`config.mk`:
```
export PLATFORM = sky130hd
export DESIGN_NAME = serial_add_ctrl
export DESIGN_NICKNAME = d
export VERILOG_FILES = /design/src/rtl/serial_add_ctrl.sv
export SDC_FILE = /design/constraint.sdc
export NUM_CORES = 1
export LEC_CHECK = 0
export CAP_MARGIN = 25
export CORE_UTILIZATION = 46
export DETAILED_ROUTE_END_ITERATION = 10
export PLACE_DENSITY_LB_ADDON = 0.1
export SLEW_MARGIN = 20
export SYNTH_ARGS = -nofsm -noshare
export SYNTH_HDL_FRONTEND = slang
export SYNTH_SLANG_ARGS = --single-unit
```
`constraint.sdc`:
```
create_clock -name clk -period 1.36 [get_ports clk]
set_input_delay 0.204 -clock clk [delete_from_list [all_inputs] [get_ports clk]]
set_output_delay 0.204 -clock clk [all_outputs]
set_load 0.02 [all_outputs]
```
`src/rtl/serial_add_ctrl.sv`:
```
// Bit-serial adder/subtractor: one full-adder cell reused over WIDTH clocks, LSB first,
// with valid/ready request and response handshakes.
module serial_add_ctrl #(
   parameter int unsigned WIDTH = 8
) (
   input  logic             clk,
   input  logic             rst_n,
   input  logic             start_valid_i,
   output logic             start_ready_o,
   input  logic [WIDTH-1:0] op_a_i,
   input  logic [WIDTH-1:0] op_b_i,
   input  logic             cin_in_i,
   input  logic             sub_i,
   output logic             res_valid_o,
   input  logic             res_ready_i,
   output logic [WIDTH-1:0] res_sum_o,
   output logic             res_cout_o,
   output logic             res_ovf_o,
   output logic             busy_o
);

   localparam int unsigned CntW = (WIDTH > 2) ? $clog2(WIDTH) : 1;
   localparam logic [CntW-1:0] LastCnt = CntW'(WIDTH - 1);

   typedef enum logic [1:0] {StIdle, StRun, StDone} state_e;

   state_e            state_q;
   logic [WIDTH-1:0]  a_sh_q, b_sh_q, sum_sh_q, res_sum_q;
   logic [CntW-1:0]   cnt_q;
   logic              carry_q, msb_cin_q, res_cout_q;
   logic              s_d, c_d;
   logic [WIDTH-1:0]  sum_sh_d;

   // The single shared full-adder cell.
   always_comb begin
      s_d      = a_sh_q[0] ^ b_sh_q[0] ^ carry_q;
      c_d      = (a_sh_q[0] & b_sh_q[0]) | (a_sh_q[0] & carry_q) | (b_sh_q[0] & carry_q);
      sum_sh_d = {s_d, sum_sh_q[WIDTH-1:1]};
   end

   always_ff @(posedge clk or negedge rst_n) begin
      if (!rst_n) begin
         state_q    <= StIdle;
         a_sh_q     <= '0;
         b_sh_q     <= '0;
         sum_sh_q   <= '0;
         res_sum_q  <= '0;
         cnt_q      <= '0;
         carry_q    <= 1'b0;
         msb_cin_q  <= 1'b0;
         res_cout_q <= 1'b0;
      end else begin
         unique case (state_q)
            StIdle: begin
               if (start_valid_i) begin
                  a_sh_q  <= op_a_i;
                  b_sh_q  <= sub_i ? ~op_b_i : op_b_i;
                  carry_q <= sub_i ? 1'b1 : cin_in_i;
                  cnt_q   <= '0;
                  state_q <= StRun;
               end
            end
            StRun: begin
               a_sh_q   <= a_sh_q >> 1;
               b_sh_q   <= b_sh_q >> 1;
               sum_sh_q <= sum_sh_d;
               carry_q  <= c_d;
               if (cnt_q == LastCnt) begin
                  msb_cin_q  <= carry_q;
                  res_sum_q  <= sum_sh_d;
                  res_cout_q <= c_d;
                  state_q    <= StDone;
               end else begin
                  cnt_q <= cnt_q + 1'b1;
               end
            end
            StDone: begin
               if (res_ready_i) state_q <= StIdle;
            end
            default: state_q <= StIdle;
         endcase
      end
   end

   assign start_ready_o = (state_q == StIdle);
   assign busy_o        = (state_q != StIdle);
   assign res_valid_o   = (state_q == StDone);
   assign res_sum_o     = res_sum_q;
   assign res_cout_o    = res_cout_q;
   // Signed overflow: carry into the MSB differs from carry out of it.
   assign res_ovf_o     = msb_cin_q ^ res_cout_q;

endmodule

```
==> run summary <==
Hold Crit Class: input pin to async pin
Failing checks: negative setup slack
Num Clock Sinks: 39
Period Utilization, post-route: 109%
Die extent in x: 65.7 um
Dominant synthesized flop cell: dfrtp_1
Crit Reg-Reg Startpoint: cnt_q[0]
Slowest cell on crit path: dfrtp_1
Delay-heaviest family, CP: flip-flops
CP arrival: 1.67 ns
Number of fill cells: 248
Setup violators final: 21
Grt ovf: 0
Gr usage total: 21.7%
P_int: 3.88 mW
Leakage: 1.28 nW
Reg2Reg Depth: 5
Antenna violations before repair: 0
Number of warnings issued by yosys: 0
Library cells used by synthesis: 28
Worst setup SP type: flop
Combinational Power Share: 52.7%
IO Count: 35
Bufs and invs on worst path: 0
Hold_ws: 0.490 ns
Die H: 65.7 um
Clk buf depth: 2
CTS tree: done
Post-synthesis sequential area ratio: 52.3%
Crit end category: flop
Min Tclk post-route: 1.48 ns
Antenna diodes: 0
Root Driver: clkbuf_8
Reg2reg setup slack: -0.12 ns
Net switching power: 2.17 mW
Via-to-Cell Ratio: 5.42
Final ANT Viol Nets: 0
End of the worst register-to-register path: cnt_q[0]
IO buf count: 34
Status: finished, violations left
Critical-path cell list: ha_4 > ha_4 > nand2b_4 > a21o_1 > mux2_4
Nets: 241
Starting Density: 49.5%
Fin. Hold Viols: 0
Vias in the first global route: 1431
Post-Route Setup TNS: -1.10 ns
Initial DRC count: 63
Slew margin rel.: 67.2%
First-pass GRT wire length: 6880 um
Worst Setup Slack, final: -0.125 ns
Via Count: 1435
CTS Buf Count: 5
RSZ-0062 raised after global routing: yes
Largest net degree at the start of global routing: 40
Synthesized cell area: 0.00187 sq mm
Synthesized Nets: 185
Worst vdd ir: 1330 uV
# rows: 22
Layout cell share with drive strength beyond 1: 37.8%
PwrDens: 2210 mW/mm^2
Max Slew Vio Count: 0
Syn_area_per_cell: 11.7 sq um
Flop pwr share: 34.7%
Worst-Margin Slew: 0.492 ns
CP Max Fanout: 4
Total chip power: 6.05 mW
Clock power frac: 12.7%
Seq cells post-synth: 39
CP most frequent cell: ha_4
CP max stage delay: 0.43 ns
Post-synth EDFFs: 0
Residual DRC: 0
Crit Path Category: flop to flop
CP required: 1.54 ns
Total wire length: 4300 um
Synthesis-to-layout area growth: 46.5%
Placer Congestion: 0.755
Cells after Synth: 160
DR WL/cell: 16.2 um
Core Region: 0.00377 sq mm
DIE AREA: 0.00431 sq mm
Synth async-reset ratio: 100%
Pre-Repair DR Iteration Count: 4
CTS H-tree lvls: 2
Dpl hpwl: 2600 um
Skew-Pair Late Insertion Delay: 0.29 ns
Max-Cap Viols: 0
Layout Skew: 0.00395 ns
FMAX: 0.673 GHz
Sw Ratio: 35.9%
Clock transition at path regs: 0.07 ns
tightest hold or removal path: stages:
cell	delay [ns]
dlygate4sd3_1	0.52
buf_2	0.09
buf_4	0.41
layer usage:
metal  track usage, %  share of wire, %
met5                0                 0
met4             11.4               1.6
met3             3.65               3.8
met2             32.5                48
met1             30.0                47
registers in the layout, summed over array words and instances (netlist names):
| name | count |
|---|---|
| a_sh_q | 8 |
| b_sh_q | 8 |
| res_sum_o | 8 |
| sum_sh_q | 7 |
| cnt_q | 3 |
| state_q | 2 |
| carry_q | 1 |
| msb_cin_q | 1 |
| res_cout_o | 1 |
layout make-up:
class | count | area, sq um | area share (%)
clock buffer | 5 | 68.8 | 2.52
clock inverter | 3 | 20.0 | 0.732
inverter | 8 | 30.0 | 1.10
multi-input combinational | 101 | 983 | 36.0
sequential | 39 | 976 | 35.7
tap | 48 | 60.1 | 2.20
timing repair buffer | 61 | 596 | 21.8
placed cells by master (no fill, tap or decap), drive strengths merged, types with 2 or more instances in the layout:
master,count
a21oi,10
a221o,5
a22o,2
a22oi,9
and2b,4
buf,30
clkbuf,6
clkdlybuf4s50,20
clkinvlp,2
dfrtp,39
dlygate4sd2,8
ha,2
inv,8
mux2,18
nand2,5
nand2b,3
nor2b,8
o211ai,2
o21ai,12
o32ai,5
or2,2
xnor2,7
xor2,2
Yosys cell counts (2+ instances only):
| master | number | area (sq um) |
|---|---|---|
| dfrtp_1 | 39 | 976 |
| mux2_2 | 18 | 203 |
| o21ai_0 | 12 | 60.1 |
| a21oi_1 | 10 | 50.1 |
| a22oi_1 | 9 | 67.6 |
| inv_1 | 8 | 30.0 |
| buf_2 | 7 | 35.0 |
| nor2b_1 | 7 | 43.8 |
| xnor2_1 | 7 | 61.3 |
| nand2_1 | 5 | 18.8 |
| o32ai_1 | 5 | 43.8 |
| a221o_2 | 4 | 45.0 |
| and2b_1 | 4 | 30.0 |
| clkbuf_1 | 4 | 15.0 |
| nand2b_1 | 3 | 18.8 |
| a22o_1 | 2 | 17.5 |
| ha_1 | 2 | 25.0 |
| o211ai_1 | 2 | 15.0 |
| or2_2 | 2 | 12.5 |
| xor2_1 | 2 | 17.5 |
metrics by stage:
stage / setup slack, ns / instance area (sq um) / cells / util, %
after detailed placement: -0.250 / 2390 / 249 / 63.3
after global routing: -0.168 / 2730 / 265 / 72.5
final: -0.125 / 2730 / 265 / 72.5
after floorplan: -0.0384 / 1890 / 160 / -
after global placement: -0.175 / 2390 / 249 / 63.3
after CTS: -0.0923 / 2590 / 263 / 68.8
logic make-up after synthesis:
family / count (synthesis) / share of synthesized area (%)
adders and majority gates: 3 / 2.41
and+or+nand+nor: 25 / 8.52
AOI/OAI and AO/OA: 46 / 17.0
DFF: 39 / 52.3
muxes: 18 / 10.9
xor gates and xnor gates: 9 / 4.23
buffers and inverters: 20 / 4.69
power groups by stage:
stage	clock network, mW	logic [mW]	registers (mW)
after floorplan	0	1.40	2.14
after global placement	0	2.39	2.02
after detailed placement	0	2.50	2.06
after CTS	0.792	2.80	2.04
after global routing	0.844	3.41	2.15
final	0.768	3.19	2.10
how the worst max path moves through the flow:
stage,from,to,slack [ns],cells after the start
after floorplan,cnt_q[1],cnt_q[0],-0.04,5
after CTS,cnt_q[0],cnt_q[0],-0.09,5
after global placement,state_q[0],start_ready_o,-0.18,3
after global routing,cnt_q[0],cnt_q[0],-0.17,5
after detailed placement,start_valid_i,b_sh_q[3],-0.25,4
final,cnt_q[0],cnt_q[0],-0.12,5
what timing repair did:
action	4_1_cts	5_1_grt
setup endpoints to repair	41	38
buffers inserted	4	1
cloned	1	1
hold buffers	1	0
pin swaps	6	4
gates resized for setup	50	34
endpoints found under the hold margin	39	0
Note: power is estimated with default switching activity, not from simulation.
==> variant 1, RTL diff (same flow settings) <==
Encoding of `state_e`: now one-hot (3 bits for 3 states).
--- a/src/rtl/serial_add_ctrl.sv
+++ b/src/rtl/serial_add_ctrl.sv
@@ -24,3 +24,3 @@
 
-   typedef enum logic [1:0] {StIdle, StRun, StDone} state_e;
+   typedef enum logic [2:0] {StIdle = 3'b001, StRun = 3'b010, StDone = 3'b100} state_e;
 
Formal check against the unedited RTL: same outputs for any inputs over 10 cycles, from zero or initial values and one cycle with rst_n low; not proved beyond that.
==> variant 1 against the original RTL <==
- worst setup slack got worse by 0.12 ns
- count of clock-buffer cells in the layout increased by 2
- sequential cell count increased by 1
- total power decreased by 24%
- sequential share of layout area increased by 2.5 points
- critical endpoint unchanged
- wire length decreased by 16%
- the flow still finishes with violations (negative setup slack)
- cell area decreased by 3.9%
- die area decreased by 0.38%
- clock power decreased by 2.9%
- first-iteration DRC count decreased by 13%
- hold slack got worse by 0.12 ns
- cell count decreased by 2.6%
- area after synthesis decreased by 0.40%
==> variant 1: results (changes against the original RTL) <==
\begin{tabular}{lr}
\hline
Metric & Value \\
\hline
\multicolumn{2}{l}{\textbf{Power}} \\
Reported leakage power & 1.17 nW (-8.3\%) \\
Fraction of power spent switching nets & 0.322 (-0.0372) \\
Peak supply drop & 0.907 mV (-32\%) \\
\multicolumn{2}{l}{\textbf{Clock tree}} \\
H-tree levels & 2 (unchanged) \\
Clock insertion delay at the later pin of the skew report & 0.29 ns (about the same) \\
Clk pin slew, worst setup/hold paths & 0.07 ns (about the same) \\
Root buffer cell & clkbuf\_8 \\
\multicolumn{2}{l}{\textbf{Global route}} \\
Global-route wire length before repair & 5.64 mm (-18\%) \\
Maximum number of pins on one net before global-route repair & 26 (-35\%) \\
Initial antenna violation count & 0 (unchanged) \\
Vias in the first global route & 1270 (-11\%) \\
Combined global-route utilization of all metal layers & 0.180 (-0.0375) \\
\multicolumn{2}{l}{\textbf{Synthesis}} \\
Top post-synthesis cells by count & 39 x dfrtp\_1, 18 x nand2\_1, 17 x mux2i\_1 \\
Fraction of registers with async set/reset & 1.00 (unchanged) \\
Avg Cell Area, Syn & 12.3 µm² (+5.5\%) \\
Synth top area cells & dfrtp\_1 53\%, mux2i\_1 9.2\%, mux2\_1 5.5\% \\
Yosys Warn Count & 0 (unchanged) \\
Fraction of the yosys area taken by sequential cells & 0.539 (+0.0163) \\
Synthesized netlist net count & 176 (-4.9\%) \\
Distinct cell type count of the synthesized netlist & 31 (+11\%) \\
Post-synth EDFFs & 0 (unchanged) \\
\multicolumn{2}{l}{\textbf{Timing}} \\
Final number of setup-violating endpoints & 42 (+100\%) \\
Actual transition at the worst max-transition pin & 0.373 ns (-0.119 ns) \\
Worst-case clock skew & 0.00326 ns (-0.000683 ns) \\
Setup TNS Final & -4.81 ns (-3.71 ns) \\
Worst setup margin & -0.243 ns (-0.118 ns) \\
\multicolumn{2}{l}{\textbf{Final layout}} \\
Fraction of final layout cells with drive strength greater than 1 & 0.281 (-0.0969) \\
Filler Cell Count & 271 (+9.3\%) \\
Area overhead of the layout relative to synthesis & 41.3\% \\
Net count, final & 234 (-2.9\%) \\
Diode count & 0 (unchanged) \\
Post-Layout Cell Count & 258 (-2.6\%) \\
\multicolumn{2}{l}{\textbf{Worst setup path}} \\
Arrival time at the worst endpoint & 1.79 ns (+0.12 ns) \\
Highest net fanout along the worst path & 3 (-1) \\
\multicolumn{2}{l}{\textbf{Placed design}} \\
DP Wirelength & 2.38 mm (-8.6\%) \\
Port Buffer Count & 34 (unchanged) \\
Area after detailed placement & 2340 µm² (-2.0\%) \\
Placed instance count & 240 (-3.6\%) \\
Placer congestion estimate & 0.774 (+2.6\%) \\
\multicolumn{2}{l}{\textbf{Outcome}} \\
Outcome & finished with violations \\
Failing checks & negative setup slack \\
\multicolumn{2}{l}{\textbf{Drt}} \\
Iteration-0 DRC count of the detailed router & 55 (-13\%) \\
Number of detailed-route iterations in the first pass & 4 (unchanged) \\
Total Wirelength & 3.60 mm (-16\%) \\
Vias post-DR & 1277 (-11\%) \\
\hline
\end{tabular}
variant 1: metrics by stage:
| stage | setup WS [ns] | hold slack (ns) |
|---|---|---|
| 6_report | -0.243 | 0.374 |
| 5_1_grt | -0.289 | 0.382 |
| 4_1_cts | -0.246 | 0.372 |
| 3_5_place_dp | -0.366 | 0.142 |
| 3_3_place_gp | -0.356 | 0.136 |
| 2_1_floorplan | -0.153 | -0.0916 |
variant 1: cell families after synthesis:
group | after synthesis | synth area share
XOR/XNOR | 9 | 0.0424
AND/OR/NAND/NOR | 34 | 0.0977
buffers and inverters | 12 | 0.0417
multiplexers | 34 | 0.195
adder cells (fa/ha/maj) | 3 | 0.0242
flip-flops | 40 | 0.539
AO/OA/AOI/OAI | 19 | 0.0599
variant 1: cell type report:
class,instances,area share
sequential,40,0.382
timing repair buffer,59,0.228
multi-input combinational,99,0.331
clock inverter,1,0.00191
tap,48,0.0229
clock buffer,7,0.0291
inverter,4,0.00572
variant 1: worst paths after layout:
| path | start | endpoint | slack (ns) | cells after the start |
|---|---|---|---|---|
| hold / removal | rst_n | a_sh_q[3] | 0.37 | 2 |
| min in group clk | res_sum_o[6] | res_sum_o[6] | 0.48 | 1 |
| setup / recovery | cnt_q[0] | cnt_q[0] | -0.24 | 6 |
| max in group asynchronous | rst_n | state_q[0] | 0.46 | 3 |
| hold reg to reg | res_sum_o[6] | res_sum_o[6] | 0.48 | 1 |
| setup reg to reg | cnt_q[0] | cnt_q[0] | -0.24 | 6 |
variant 1: per-layer routing:
metal	global-route usage	up-vias	share of wire
li1	-	632	-
met1	0.225	613	0.47
met2	0.277	27	0.47
met3	0.0660	5	0.046
met4	0.0815	0	0.012
met5	0	-	0
variant 1: power by group through the flow:
stage / sequential (mW) / clock [mW] / combinational (mW)
2_1_floorplan: 1.84 / 0 / 1.04
3_3_place_gp: 1.86 / 0 / 1.41
3_5_place_dp: 1.89 / 0 / 1.46
4_1_cts: 1.87 / 0.766 / 1.65
5_1_grt: 1.93 / 0.833 / 2.13
6_report: 1.87 / 0.746 / 1.96
variant 1: timing repair:
| item | in CTS | in global routing |
|---|---|---|
| hold buffers | 1 | 0 |
| endpoints found under the hold margin | 15 | 0 |
| endpoints found under the setup margin | 52 | 44 |
| gates resized for setup | 52 | 23 |
| cloned | 0 | 2 |
| pin swaps | 0 | 2 |
| setup buffers | 1 | 6 |
variant 1: critical path, cell delays in order (launching register included):
cell	delay [ns]
dfrtp_1	0.39
ha_2	0.20
ha_4	0.16
or3b_4	0.38
a21oi_4	0.18
buf_4	0.14
o21ai_2	0.04
==> variant 2, RTL diff (same flow settings) <==
Made on the original files. Change the parameter `WIDTH` from 8 to 16.
--- a/src/rtl/serial_add_ctrl.sv
+++ b/src/rtl/serial_add_ctrl.sv
@@ -3,3 +3,3 @@
 module serial_add_ctrl #(
-   parameter int unsigned WIDTH = 8
+   parameter int unsigned WIDTH = 16
 ) (
Ports: changed (resized op_a_i, op_b_i and res_sum_o); port bits go from 35 to 59. The function was not compared with the original's and may differ.
==> variant 2 against the original RTL <==
- the run still ends with negative setup slack left
- cell count is 90% higher
- total power increased by 64%
- wire length rose by 88%
- clock power grew 120%
- cell area increased by 73%
- area after synthesis grew 80%
- critical path type unchanged
- worst setup slack lost 0.022 ns
- via count is 97% higher
- sequential cell count increased by 33
==> variant 2: results (changes against the original RTL) <==
\begin{tabular}{lr}
\hline
Metric & Value \\
\hline
\multicolumn{2}{l}{\textbf{Timing}} \\
Worst setup margin & -0.147 ns (-0.0222 ns) \\
Actual transition at the worst max-transition pin & 0.387 ns (-0.104 ns) \\
Final number of setup-violating endpoints & 27 (+29\%) \\
\multicolumn{2}{l}{\textbf{Worst setup path}} \\
Start point of the critical path & cnt\_q[1] \\
Arrival time at the worst endpoint & 1.74 ns (+0.07 ns) \\
\multicolumn{2}{l}{\textbf{Global route}} \\
Maximum number of pins on one net before global-route repair & 73 (+83\%) \\
Met3 Resource Use GR & 0.0664 (+0.0299) \\
Met1 Resource Use GR & 0.283 (-0.0171) \\
Combined global-route utilization of all metal layers & 0.218 (+0.000773) \\
Global-route wire length before repair & 12.8 mm (+86\%) \\
\multicolumn{2}{l}{\textbf{Placed design}} \\
Placed instance count & 474 (+90\%) \\
DP Wirelength & 4.85 mm (+86\%) \\
Port Buffer Count & 58 (+71\%) \\
Area after detailed placement & 4220 µm² (+77\%) \\
\multicolumn{2}{l}{\textbf{Drt}} \\
Routed length on met2 & 4.04 mm (+96\%) \\
Number of detailed-route iterations in the first pass & 5 (+1) \\
Iteration-0 DRC count of the detailed router & 199 (+220\%) \\
Routed met1 length & 3.58 mm (+78\%) \\
Routed via count divided by cell count & 5.62 (+3.8\%) \\
\multicolumn{2}{l}{\textbf{Synthesis}} \\
Synthesized netlist net count & 351 (+90\%) \\
Fraction of the yosys area taken by sequential cells & 0.536 (+0.0124) \\
Synth top area cells & dfrtp\_1 54\%, o22ai\_1 6.5\%, nand2\_1 5.8\% \\
Synthesized instance count & 311 (+94\%) \\
\multicolumn{2}{l}{\textbf{Outcome}} \\
Failing checks & negative setup slack \\
Outcome & finished with violations \\
\multicolumn{2}{l}{\textbf{Power}} \\
Reported leakage power & 2.14 nW (+67\%) \\
Peak supply drop & 0.973 mV (-27\%) \\
NetSw & 3.67 mW (+69\%) \\
\multicolumn{2}{l}{\textbf{Clock tree}} \\
Clock insertion delay at the later pin of the skew report & 0.35 ns (+0.06 ns) \\
\multicolumn{2}{l}{\textbf{Final layout}} \\
Fraction of final layout cells with drive strength greater than 1 & 0.279 (-0.0985) \\
\hline
\end{tabular}
-- variant 2: changes by cell type in the layout (fill, tap and decap cells not counted), sizes merged, moves of 5 or more --
cell / before / now
nor2b: 8 / 2
inv: 8 / 16
dfrtp: 39 / 72
o22ai: 0 / 35
o32a: 0 / 9
nand2: 5 / 52
a21oi: 10 / 20
clkdlybuf4s50: 20 / 36
buf: 30 / 50
dlygate4sd2: 8 / 16
clkbuf: 6 / 11
o21ai: 12 / 5
a22oi: 9 / 3
o221ai: 0 / 9
-- variant 2: power by group through the flow --
stage	registers (mW)	clock network (mW)	logic, mW
floorplan	3.88	0	2.26
global route	3.81	1.79	4.97
finish	3.70	1.67	4.54
global placement	3.70	0	3.82
CTS	3.69	1.71	4.04
detailed placement	3.73	0	3.93
-- variant 2: timing repair --
item	in CTS	in global routing
gates cloned	2	1
gates resized for setup	60	35
endpoints found under the hold margin	72	0
setup endpoints to repair	80	48
buffers inserted	3	8
pin swaps	3	17
hold buffers	1	0
-- variant 2: logic make-up (layout without fill, tap and decap cells) --
kind of cell    count (synthesis)  in the layout  synth area share
compound gates                 93             93             0.191
flops                          72             72             0.536
simple gates                   69             70            0.0919
buf+inv                        40            136            0.0573
mux                            18             18            0.0703
xor+xnor                       17             17            0.0443
fa+ha+maj                       2              2           0.00967
-- variant 2: final cells by class --
| cell class | count | area (µm²) |
|---|---|---|
| clock inverter | 6 | 67.6 |
| timing repair buffer | 104 | 1020 |
| fill | 527 | 2210 |
| clock buffer | 10 | 128 |
| sequential | 72 | 1800 |
| tap | 96 | 120 |
| multi-input combinational | 200 | 1540 |
| inverter | 16 | 60.1 |
-- variant 2: worst min-delay path, cell delays in order --
cell,delay [ns]
dlygate4sd3_1,0.52
buf_2,0.12
buf_12,0.32
